[src/rtl/mmio_timer_responder.sv]
// rtl/mmio_timer_responder.sv - memory-mapped prescaled down-counter timer responder, optional capture via TIMER_CAPTURE_EN
module mmio_timer_responder #(
    parameter logic [15:0] BASE_ADDR   = 16'hFF40,
    parameter int          WAIT_CYCLES = 1,
    parameter int          PRESCALE    = 50000,
    parameter int          PS_WIDTH    = 16
) (
    input  logic        Clock,
    input  logic        Reset,
    input  logic        ReadData,
    input  logic        WriteData,
    input  logic [15:0] DataAddr,
    input  logic [15:0] DataOut,
    output logic [15:0] DataIn,
    output logic        DataDone,
`ifdef TIMER_CAPTURE_EN
    input  logic        CaptureIn,
`endif
    output logic        Irq
);

    localparam int                  PS_EFF    = (PRESCALE < 1) ? 1 : PRESCALE;
    localparam logic [PS_WIDTH-1:0] PS_LAST   = PS_WIDTH'(PS_EFF - 1);
    localparam logic [3:0]          WAIT_LAST = (WAIT_CYCLES > 0) ? 4'(WAIT_CYCLES - 1) : 4'd0;
    localparam logic                HAS_WAIT  = (WAIT_CYCLES > 0);

    typedef enum logic [1:0] {
        ST_IDLE,
        ST_WAIT,
        ST_DONE
    } state_t;

    state_t              state;
    state_t              state_next;
    logic [3:0]          wait_cnt;
    logic [2:0]          req_off;
    logic                req_wr;
    logic [15:0]         req_data;
    logic                sel;

    logic [2:0]          ctrl;
    logic [15:0]         load_reg;
    logic [15:0]         count;
    logic                expired;
    logic [PS_WIDTH-1:0] prescaler;
    logic                cap_flag;
    logic [15:0]         capture;
    logic [15:0]         rd_data;

    logic                wr_en;
    logic                wr_ctrl;
    logic                wr_load;
    logic                wr_status;
    logic                tick;
    logic                expire;

    // Bits [2:0] of the base are ignored so the window is always 8-aligned.
    assign sel = (ReadData | WriteData) && (DataAddr[15:3] == BASE_ADDR[15:3]);

    // Write side-effects land on the clock edge that ends the DONE cycle.
    assign wr_en     = (state == ST_DONE) && req_wr;
    assign wr_ctrl   = wr_en && (req_off == 3'd0);
    assign wr_load   = wr_en && (req_off == 3'd1);
    assign wr_status = wr_en && (req_off == 3'd3);

    assign tick   = ctrl[0] && (prescaler == PS_LAST);
    assign expire = tick && (count == 16'd0);

    // FSM state register.
    always_ff @(posedge Clock or posedge Reset) begin
        if (Reset) begin
            state <= ST_IDLE;
        end else begin
            state <= state_next;
        end
    end

    // Latch the request in IDLE and count wait cycles; both-strobes counts as a write.
    always_ff @(posedge Clock or posedge Reset) begin
        if (Reset) begin
            req_off  <= 3'd0;
            req_wr   <= 1'b0;
            req_data <= 16'd0;
            wait_cnt <= 4'd0;
        end else begin
            if (state == ST_IDLE && sel) begin
                req_off  <= DataAddr[2:0];
                req_wr   <= WriteData;
                req_data <= DataOut;
            end
            if (state == ST_WAIT) begin
                wait_cnt <= wait_cnt + 4'd1;
            end else begin
                wait_cnt <= 4'd0;
            end
        end
    end

    // Next-state and handshake outputs; DataIn is forced to zero outside a read completion.
    always_comb begin
        state_next = state;
        DataDone   = 1'b0;
        DataIn     = 16'd0;
        case (state)
            ST_IDLE: begin
                if (sel) begin
                    state_next = HAS_WAIT ? ST_WAIT : ST_DONE;
                end
            end
            ST_WAIT: begin
                if (wait_cnt == WAIT_LAST) begin
                    state_next = ST_DONE;
                end
            end
            ST_DONE: begin
                DataDone   = 1'b1;
                DataIn     = req_wr ? 16'd0 : rd_data;
                state_next = ST_IDLE;
            end
            default: state_next = ST_IDLE;
        endcase
    end

    // Register read mux on the latched offset.
    always_comb begin
        rd_data = 16'd0;
        case (req_off)
            3'd0:    rd_data = {13'd0, ctrl};
            3'd1:    rd_data = load_reg;
            3'd2:    rd_data = count;
            3'd3:    rd_data = {14'd0, cap_flag, expired};
            3'd4:    rd_data = capture;
            default: rd_data = 16'd0;
        endcase
    end

    // Timer core: the tick acts on the old CTRL first, then bus writes override; expiry beats a clear.
    always_ff @(posedge Clock or posedge Reset) begin
        if (Reset) begin
            ctrl      <= 3'd0;
            load_reg  <= 16'hFFFF;
            count     <= 16'hFFFF;
            expired   <= 1'b0;
            prescaler <= '0;
        end else begin
            if (ctrl[0]) begin
                prescaler <= tick ? '0 : prescaler + 1'b1;
            end
            if (tick) begin
                if (count != 16'd0) begin
                    count <= count - 16'd1;
                end else if (ctrl[1]) begin
                    count <= load_reg;
                end else begin
                    ctrl[0] <= 1'b0;
                end
            end
            if (wr_ctrl) begin
                ctrl <= req_data[2:0];
                if (!ctrl[0] && req_data[0]) begin
                    prescaler <= '0;
                end
            end
            if (wr_load) begin
                load_reg <= req_data;
                if (!ctrl[0]) begin
                    count     <= req_data;
                    prescaler <= '0;
                end
            end
            if (wr_status && req_data[0]) begin
                expired <= 1'b0;
            end
            if (expire) begin
                expired <= 1'b1;
            end
        end
    end

`ifdef TIMER_CAPTURE_EN
    logic cap_s1;
    logic cap_s2;
    logic cap_s3;
    logic cap_rise;

    assign cap_rise = cap_s2 && !cap_s3;

    // Synchronise CaptureIn, snapshot COUNT on its rising edge; a new capture beats a clear.
    always_ff @(posedge Clock or posedge Reset) begin
        if (Reset) begin
            cap_s1   <= 1'b0;
            cap_s2   <= 1'b0;
            cap_s3   <= 1'b0;
            capture  <= 16'd0;
            cap_flag <= 1'b0;
        end else begin
            cap_s1 <= CaptureIn;
            cap_s2 <= cap_s1;
            cap_s3 <= cap_s2;
            if (wr_status && req_data[1]) begin
                cap_flag <= 1'b0;
            end
            if (cap_rise) begin
                capture  <= count;
                cap_flag <= 1'b1;
            end
        end
    end
`else
    assign capture  = 16'd0;
    assign cap_flag = 1'b0;
`endif

    // Interrupt is registered, so it trails the status and enable bits by one cycle.
    always_ff @(posedge Clock or posedge Reset) begin
        if (Reset) begin
            Irq <= 1'b0;
        end else begin
            Irq <= (expired | cap_flag) & ctrl[2];
        end
    end

endmodule

[config.mk]
export PLATFORM = sky130hd
export DESIGN_NAME = mmio_timer_responder
export DESIGN_NICKNAME = d
export VERILOG_FILES = /design/src/rtl/mmio_timer_responder.sv
export SDC_FILE = /design/constraint.sdc
export NUM_CORES = 1
export LEC_CHECK = 0
export CAP_MARGIN = 40
export CORE_AREA = 3 3 107 109
export DETAILED_ROUTE_END_ITERATION = 8
export DIE_AREA = 0 0 110 112
export GPL_TIMING_DRIVEN = 0
export SKIP_CTS_REPAIR_TIMING = 1
export SYNTH_ARGS = -nofsm -noshare
export SYNTH_HDL_FRONTEND = slang
export SYNTH_SLANG_ARGS = --single-unit
[constraint.sdc]
create_clock -name Clock -period 2.2 [get_ports Clock]
set_input_delay 0.33 -clock Clock [delete_from_list [all_inputs] [get_ports Clock]]
set_output_delay 0.33 -clock Clock [all_outputs]
set_load 0.02 [all_outputs]
## Word level (Yosys, flattened, before mapping)

Cells that the tools add are included.

| operators by class | value |
|---|---|
| add/subtract/negate cells | 3 |
| eq/ne operators | 11 |
| mux-type cells | 25 |
| bitwise logic cells | 2 |
| reductions and logical operators | 20 |

Operators with widths:

| kind | number |
|---|---|
| 2-to-1 mux 16 bit | 13 |
| one-hot mux 16 bit (4 select lines) | 1 |
| adder 16 x 1 -> 16 bit, second input constant | 1 |
| == test 16 bit, second input constant | 1 |
| logical NOT 16 bit | 1 |
| nonzero test 16 bit | 1 |
| subtractor 16 x 1 -> 16 bit, second input constant | 1 |
| == test 13 bit, second input constant | 1 |
| logical AND 1 bit | 10 |
| 2-to-1 mux 1 bit | 7 |
| == test 3 x 2 -> 1 bit, second input constant | 2 |
| adder 4 x 1 -> 4 bit, second input constant | 1 |
| logical NOT 4 bit | 1 |
| 2-to-1 mux 2 bit | 2 |
| 2-to-1 mux 4 bit | 1 |
| != test 2 x 1 -> 1 bit, second input constant | 2 |
| != test 2 bit, second input constant | 2 |
| one-hot mux 2 bit (2 select lines) | 1 |
| nonzero test 2 bit | 2 |
| == test 3 x 1 -> 1 bit, second input constant | 1 |
| logical NOT 3 bit | 1 |
| AND reduction 3 bit | 1 |
| == test 2 x 1 -> 1 bit, second input constant | 1 |
| == test 2 bit, second input constant | 1 |
| other kinds (5) | 5 |

| word-level totals | value |
|---|---|
| bits in registers | 79 |
| input bits | 36 |
| output and inout bits | 18 |
| logic and storage cells | 73 |

## Logic depth before layout (Yosys ltp)

Gate-level depths: netlist of the first run.

| logic depth | value |
|---|---|
| word-level depth | 8 |
| depth in mapped cells | 10 |
| gate-level depth less buffers | 7 |

## Worst setup path after synthesis of the first run

Ideal clock, no wire load.

| timing | value |
|---|---|
| path type | register to register |
| start point | reg count[1] |
| end point | reg count[1] |
| library setup time | 0.081 ns |
| data arrival time | 2.195 ns |
| data required time | 2.119 ns |
| slack | -0.077 ns |
| stages on the path, launching flop included | 11 |
| path buffers | 3 |
| period minus slack after synthesis | 2.277 ns |
| cell sequence | dfstp_2 inv_1 ha_1 or4b_1 clkbuf_1 or4_4 buf_6 buf_6 nand2_1 o21ai_1 a211oi_2 |

| between the ends | value |
|---|---|
| longest elaborated chain between the ends | 5 |
| elaborated cells on any way between the ends | 7 |
| classes of those cells | 1 x add/sub; 5 x mux; 1 x reduce/logical |

RTL lines:

| element | line | text |
|---|---|---|
| start: declaration | 43 | `logic [15:0] count;` |
| start signal: assignment | 151 | `count <= count - 16'd1;` |
| start signal: assignment | 153 | `count <= load_reg;` |
| start signal: assignment | 167 | `count <= req_data;` |
| subtractor 16 x 1 -> 16 bit (tied with other cells) | 151 |  |
| 2-to-1 mux 16 bit | 150 | `if (count != 16'd0) begin` |
| 2-to-1 mux 16 bit * | 149 | `if (tick) begin` |
| 2-to-1 mux 16 bit | 166 | `if (!ctrl[0]) begin` |
| 2-to-1 mux 16 bit * | 164 | `if (wr_load) begin` |

Mark *: on every way between the ends. The rest lies on a longest branch, timed or not.
A chain may end at the register's enable or synchronous reset.

## Worst setup path after layout of the first run

| timing | value |
|---|---|
| start point | reg count[0] |
| end point | reg count[9] |

| between the ends | value |
|---|---|
| longest elaborated chain between the ends | 5 |
| elaborated cells on any way between the ends | 6 |
| classes of those cells | 1 x add/sub; 4 x mux; 1 x reduce/logical |

RTL lines:

| element | line |
|---|---|
| subtractor 16 x 1 -> 16 bit or nonzero test 16 bit (tied branches) | 151, 150 |
| 2-to-1 mux 16 bit * | 150 |
| 2-to-1 mux 16 bit * | 149 |
| 2-to-1 mux 16 bit | 166 |
| 2-to-1 mux 16 bit * | 164 |

Marked as above.

==> results of run 1 <==
-- path summary, 6_finish.rpt --
check	start	to	cells after the start
max	count[0]	count[9]	10
min reg2reg	wait_cnt[0]	wait_cnt[0]	1
min in group Clock	wait_cnt[0]	wait_cnt[0]	1
max reg2reg	count[0]	count[9]	10
max in group asynchronous	Reset	load_reg[13]	3
min	Reset	req_off[1]	2
-- logic make-up (layout without fill, tap and decap cells) --
family,count (synthesis),count (layout),share of synthesized area [%]
adders and majority gates,5,5,1.456
muxes,46,46,12.06
buffers and inverters,42,127,4.310
and+or+nand+nor,161,161,19.71
AOI/OAI and AO/OA,78,78,12.06
xor gates and xnor gates,17,17,3.466
DFF,79,79,46.94
-- final cells by class --
type                            count  area (µm²)  share of cell area [%]
Timing Repair Buffer               74       696.9                   12.45
Sequential cell                    79        2021                   36.10
Multi-Input combinational cell    307        2231                   39.85
Inverter                           12       48.80                  0.8717
Clock inverter                      3       65.06                   1.162
Tap cell                          140       175.2                   3.129
Clock buffer                       13       158.9                   2.839
Buffer                             25       201.4                   3.599
-- cell usage in the layout, fill, tap and decap left out, types with 6 or more instances in the layout --
cell,instances
dfstp_2,32
xnor2_1,8
o21ai_0,10
mux2_2,36
o21ai_1,8
and3_1,6
nor2_1,51
mux2i_1,8
buf_4,27
inv_1,9
or3_1,8
dfrtp_1,44
clkdlybuf4s50_1,37
a21oi_1,11
buf_2,7
clkbuf_1,7
a22oi_1,14
nor3_1,9
nand3_1,15
clkbuf_8,11
nor4_1,7
xor2_1,9
a31oi_1,6
nand2_1,18
buf_6,7
-- routing by layer --
metal  vias to the layer above  share of wire, %  wire length [µm]
li1                       1715                 -                 -
met1                      1804                45              5115
met2                       131                47              5402
met3                        21               5.5               627
met4                         0               2.0               228
met5                         -                 0                 0
-- worst register-to-register path, stage by stage (launching register included) --
cell and delay, ns:
dfstp_2 0.40, inv_2 0.06, ha_1 0.14, or4b_4 0.45, buf_6 0.15, or4_4 0.45, buf_8 0.16, buf_12 0.14
nand3_2 0.07, a21oi_2 0.06, a211oi_2 0.20
-- stage by stage --
step / cell area (µm²) / hold slack [ns] / utilization [%] / power [mW] / TNS, ns
6_report: 5598 / 0.3692 / 52.33 / 2.794 / -1.467
5_1_grt: 5598 / 0.3900 / 52.33 / 2.885 / -2.569
4_1_cts: 5294 / 0.3699 / 49.49 / 2.814 / -22.52
3_5_place_dp: 5070 / 0.4892 / 47.39 / 1.589 / -21.06
3_3_place_gp: 5017 / 0.4688 / 46.90 / 1.578 / -30.36
2_1_floorplan: 4312 / 0.4546 / - / 1.508 / -0.06185
-- power by group through the flow --
| stage | Sequential, mW | Clock [mW] | Combinational, mW |
|---|---|---|---|
| after floorplan | 1.48 | 0 | 0.0257 |
| after global placement | 1.48 | 0 | 0.0954 |
| after detailed placement | 1.48 | 0 | 0.107 |
| after CTS | 1.46 | 1.25 | 0.106 |
| after global routing | 1.46 | 1.31 | 0.114 |
| final | 1.46 | 1.23 | 0.104 |
==> metrics.md, run 1 <==
| Metric | Value |
|---|---|
| CP endpoint kind | `flip-flop` |
| Commonest cells in the netlist | `58 x nor2_1, 47 x dfrtp_1, 36 x mux2_2` |
| Die height | `112 µm` |
| Outcome | `complete, but fails checks` |
| Reg clk slew, reported paths | `0.08 ns` |
| Top cell type's share of synthesized area | `27.37%` |
| Synth async-reset ratio | `100.0%` |
| Fin nets | `549` |
| WP buf/inv | `4` |
| Sink Count | `79` |
| Most common cell in the netlist | `nor2_1` |
| Most used routing layer | `met2` |
| P_sw | `572.9 µW` |
| Vias | `3671` |
| Clk_skew | `0.009132 ns` |
| Area leader, netlist | `dfrtp_1` |
| Total die area | `12320 µm²` |
| Post-synth EDFFs | `0` |
| Power share of the clock group | `44.1%` |
| Combinational Power Share | `3.7%` |
| Vias in the first global route | `3495` |
| Fillers | `998` |
| Clock Path Buffers | `2` |
| Slew margin rel. | `57.17%` |
| #FFs+latches synth | `79` |
| CP cell instances | `inv_2 > ha_1 > or4b_4 > buf_6 > or4_4 > buf_8 > buf_12 > nand3_2 > a21oi_2 > a211oi_2` |
| CP top delay family | `simple AND/OR/NAND/NOR gates` |
| PD cells | `499.1 nW/µm²` |
| LEAKAGE | `2.401 nW` |
| M3 GR Usage | `3.478%` |
| Largest net degree at the start of global routing | `34` |
| Initial core utilization | `40.16%` |
| Worst skew pair latency | `0.36 ns` |
| Fmax | `0.4232 GHz` |
| IO Pins | `54` |
| Seq/Total Area, Yosys | `46.94%` |
| # port buffers | `53` |
| CP peak stage delay | `0.45 ns` |
| Worst EP arrival | `2.64 ns` |
| Met1 Track Usage GR | `25.95%` |
| Switching share of power | `20.51%` |
| Largest cells by area after synthesis | `dfrtp_1 27%, dfstp_2 20%, mux2_2 9.4%` |
| Fraction of layout cells with a size suffix above 1 | `34.31%` |
| Root buffer cell | `clkbuf_8` |
| Setup CP Type | `flip-flop to flip-flop` |
| Total track usage | `18.57%` |
| Seq pwr share | `52.1%` |
| Final Hold Viols | `0` |
| Fin crit period | `2.363 ns` |
| RSZ-0062 raised after global routing | `yes` |
| Worst Max-Slew Pin Slew | `0.6425 ns` |
| Internal Power | `2.221 mW` |
| Max cap viols | `0` |
| Post-Place Cells | `624` |
| R2r setup slk | `-0.16 ns` |
| H-tree Lvls | `3` |
| Routed len/inst | `17.42 µm` |
| P&R area growth vs syn | `30.29%` |
| Synth Cell Area | `4297 µm²` |
| YS warnings | `0` |
| DRC | `0` |
| Core Area | `10700 µm²` |
| GPL Wtd Cong | `0.8540` |
| Critical path's slowest cell | `or4b_4` |
| Hold crit path type | `input pin to async pin` |
| DP Wirelength | `7.758 mm` |
| Initial antenna violation count | `0` |
| Row count | `38` |
| Number of setup violations in the final report | `13` |
| Initial DRT Pass Iterations | `4` |
| Violated checks | `negative setup slack` |
| Min setup slack post-route | `-0.1630 ns` |
| Top FF cell, synth | `dfrtp_1` |
| Worst setup SP type | `flip-flop` |
| Initial DRC count | `239` |
| Syn Area/Cell | `10.04 µm²` |
| Synth unique cells | `60` |
| Slew Limit Fails | `0` |
| Total grt overflow | `0` |
| Post-DRT Antenna Nets | `0` |
| First-pass GRT wire length | `17.80 mm` |
| Non-Filler Instances | `653` |
| WP data required | `2.48 ns` |
| CTS tree | `built` |
| VDD IR max | `251.5 µV` |
| Post-Route WL | `11.37 mm` |
| Mapped Nets | `469` |
| Worst-path maximum fanout | `10` |
| Synth Instances | `428` |
| Ant. Diodes | `0` |
| Met2 usage in global routing | `28.03%` |
| DP Worst Slack | `-0.5827 ns` |
| Die width | `110 µm` |
| TritonCTS Buffers | `9` |
| Crit share post-route | `107.4%` |
| Vias/cell | `5.622` |
Power figures use the tool's default switching activity.
==> run 2: changes to the inputs <==
--- a/config.mk
+++ b/config.mk
@@ -10,6 +10,7 @@
 export DETAILED_ROUTE_END_ITERATION = 8
 export DIE_AREA = 0 0 110 112
 export GPL_TIMING_DRIVEN = 0
+export PLACE_DENSITY = 0.66
 export SKIP_CTS_REPAIR_TIMING = 1
 export SYNTH_ARGS = -nofsm -noshare
 export SYNTH_HDL_FRONTEND = slang
==> run 2 against run 1 <==
The run still ends with negative setup slack left. Highest routed layer unchanged. Sequential share of layout area rose by 0.083 points. Global-route usage rose by 0.16 points. Largest power group unchanged. Die area unchanged. Critical endpoint unchanged.
==> metrics.md, run 2 (synthesis results as in run 1) <==
| Metric | Value |
|---|---|
| Outcome | `complete, but fails checks` |
| Violated checks | `negative setup slack` |
| Worst-path maximum fanout | `6` |
| Register Area | `2019 µm²` |
| CTS tree | `built` |
| Initial core utilization | `40.16%` |
| Internal Power | `2.221 mW` |
| Initial antenna violation count | `0` |
| WP data required | `2.48 ns` |
| # port buffers | `53` |
| Crit share post-route | `105.1%` |
| Max cap viols | `0` |
| DRC | `0` |
| Post-Route WL | `11.64 mm` |
| DP Wirelength | `7.611 mm` |
| Slew margin rel. | `54.76%` |
| Clk_skew | `0.01007 ns` |
| Reg clk slew, reported paths | `0.08 ns` |
| Combinational Power Share | `3.7%` |
| Vias | `3765` |
| Post-Place Cells | `624` |
| Tot Pwr | `2.798 mW` |
| Ant. Diodes | `0` |
| Power share of the clock group | `44.2%` |
| Initial DRT Pass Iterations | `5` |
| Total die area | `12320 µm²` |
| P&R area growth vs syn | `29.91%` |
| TritonCTS Buffers | `9` |
| LEAKAGE | `2.378 nW` |
| Clock Path Buffers | `2` |
| Setup CP Type | `flip-flop to flip-flop` |
| PD cells | `501.2 nW/µm²` |
| VDD IR max | `293.4 µV` |
| Fin crit period | `2.313 ns` |
| Post-DRT Antenna Nets | `0` |
| Worst EP arrival | `2.60 ns` |
| Largest net degree at the start of global routing | `39` |
| Seq pwr share | `52.1%` |
| Fmax | `0.4323 GHz` |
| Hold crit path type | `input pin to async pin` |
| RSZ-0062 raised after global routing | `yes` |
| Root buffer cell | `clkbuf_8` |
| Total track usage | `18.73%` |
| Die width | `110 µm` |
| Fin nets | `545` |
| Row count | `38` |
| Most frequent cells in the layout | `52 x nor2_1, 45 x dfrtp_1, 37 x clkdlybuf4s50_1, 36 x mux2_2, 32 x dfstp_2` |
| Core Area | `10700 µm²` |
| Total grt overflow | `0` |
| Initial DRC count | `274` |
| Die height | `112 µm` |
| Number of setup violations in the final report | `12` |
| Vias/cell | `5.801` |
| Slew Limit Fails | `0` |
| First-pass GRT wire length | `18.04 mm` |
| Commonest non-fill, non-tap cell in the layout | `nor2_1` |
| Final Hold Viols | `0` |
| Area of the multi-input gates | `2273 µm²` |
| CP peak stage delay | `0.50 ns` |
| Worst skew pair latency | `0.36 ns` |
| Vias in the first global route | `3435` |
| Critical path's slowest cell | `or4_4` |
| Non-Filler Instances | `649` |
| Fraction of layout cells with a size suffix above 1 | `34.97%` |
| Fillers | `934` |
| Core Util, Final | `52.18%` |
| Sink Count | `79` |
| Min setup slack post-route | `-0.1131 ns` |
| Routed len/inst | `17.93 µm` |
| Worst setup SP type | `flip-flop` |
| H-tree Lvls | `3` |
| CP cell instances | `inv_2 > ha_1 > or4b_4 > buf_6 > or4_4 > buf_8 > nand3_2 > a21oi_2 > a211oi_2` |
| Worst Max-Slew Pin Slew | `0.6724 ns` |
| P_sw | `576.7 µW` |
| GPL Wtd Cong | `0.9104` |
| IO Pins | `54` |
| CP endpoint kind | `flip-flop` |
| Switching share of power | `20.61%` |
-- run 2: cell count changes in the layout (fill, tap and decap cells not counted), moves of 2 or more --
cell      change
o21ai_0       +2
nand2_1       -2
buf_4         -5
nor4_1        -2
clkbuf_4      +3
nor4_2        +2
buf_1         -2
o21ai_1       -3
clkbuf_2      +9
buf_2         -6
-- run 2: cell type report --
cell class                 count  share of cell area (%)
multi-input combinational    308                   40.73
sequential                    79                   36.18
timing repair buffer          73                   12.13
tap                          140                   3.138
buffer                        21                   2.937
clock buffer                  13                   2.847
clock inverter                 3                   1.166
inverter                      12                  0.8742
-- run 2: path summary, 6_finish.rpt --
path | to | slack (ns) | cells past startpoint | start
hold reg to reg | wait_cnt[0] | 0.50 | 1 | wait_cnt[0]
min in group Clock | wait_cnt[0] | 0.50 | 1 | wait_cnt[0]
setup / recovery | count[9] | -0.11 | 9 | count[0]
max in group asynchronous | count[7] | 1.36 | 3 | Reset
setup reg to reg | count[9] | -0.11 | 9 | count[0]
hold / removal | prescaler[8] | 0.29 | 2 | Reset
-- run 2: through the flow --
step / instance area (µm²) / worst slack [ns] / hold slack (ns) / TNS [ns]
global route: 5582 / -0.1538 / 0.3204 / -2.187
floorplan: 4312 / -0.02807 / 0.4546 / -0.06185
global placement: 5017 / -0.8430 / 0.4677 / -29.21
detailed placement: 5070 / -0.5906 / 0.4892 / -19.66
finish: 5582 / -0.1131 / 0.2918 / -0.7554
CTS: 5294 / -1.009 / 0.2949 / -21.53
-- run 2: critical path: cells and delay by family, from the launching register on --
family,cells,cell delay (ns)
adders and majority gates,1,0.12
DFF,1,0.40
AOI/OAI and AO/OA,2,0.27
and+or+nand+nor,3,1.02
buffers and inverters,3,0.40
-- run 2: layer usage --
metal / GRT usage [%] / share of wire (%) / vias up
li1: - / - / 1702
met1: 27.39 / 43 / 1831
met2: 27.51 / 47 / 187
met3: 3.246 / 7.2 / 45
met4: 7.232 / 3.6 / 0
met5: 0 / 0 / -
-- run 2: power by group through the flow --
| stage | Clock (mW) | Sequential [mW] | Combinational (mW) |
|---|---|---|---|
| after CTS | 1.26 | 1.46 | 0.107 |
| after global placement | 0 | 1.48 | 0.0955 |
| after global routing | 1.32 | 1.46 | 0.114 |
| final | 1.24 | 1.46 | 0.104 |
| after detailed placement | 0 | 1.48 | 0.107 |
| after floorplan | 0 | 1.48 | 0.0257 |
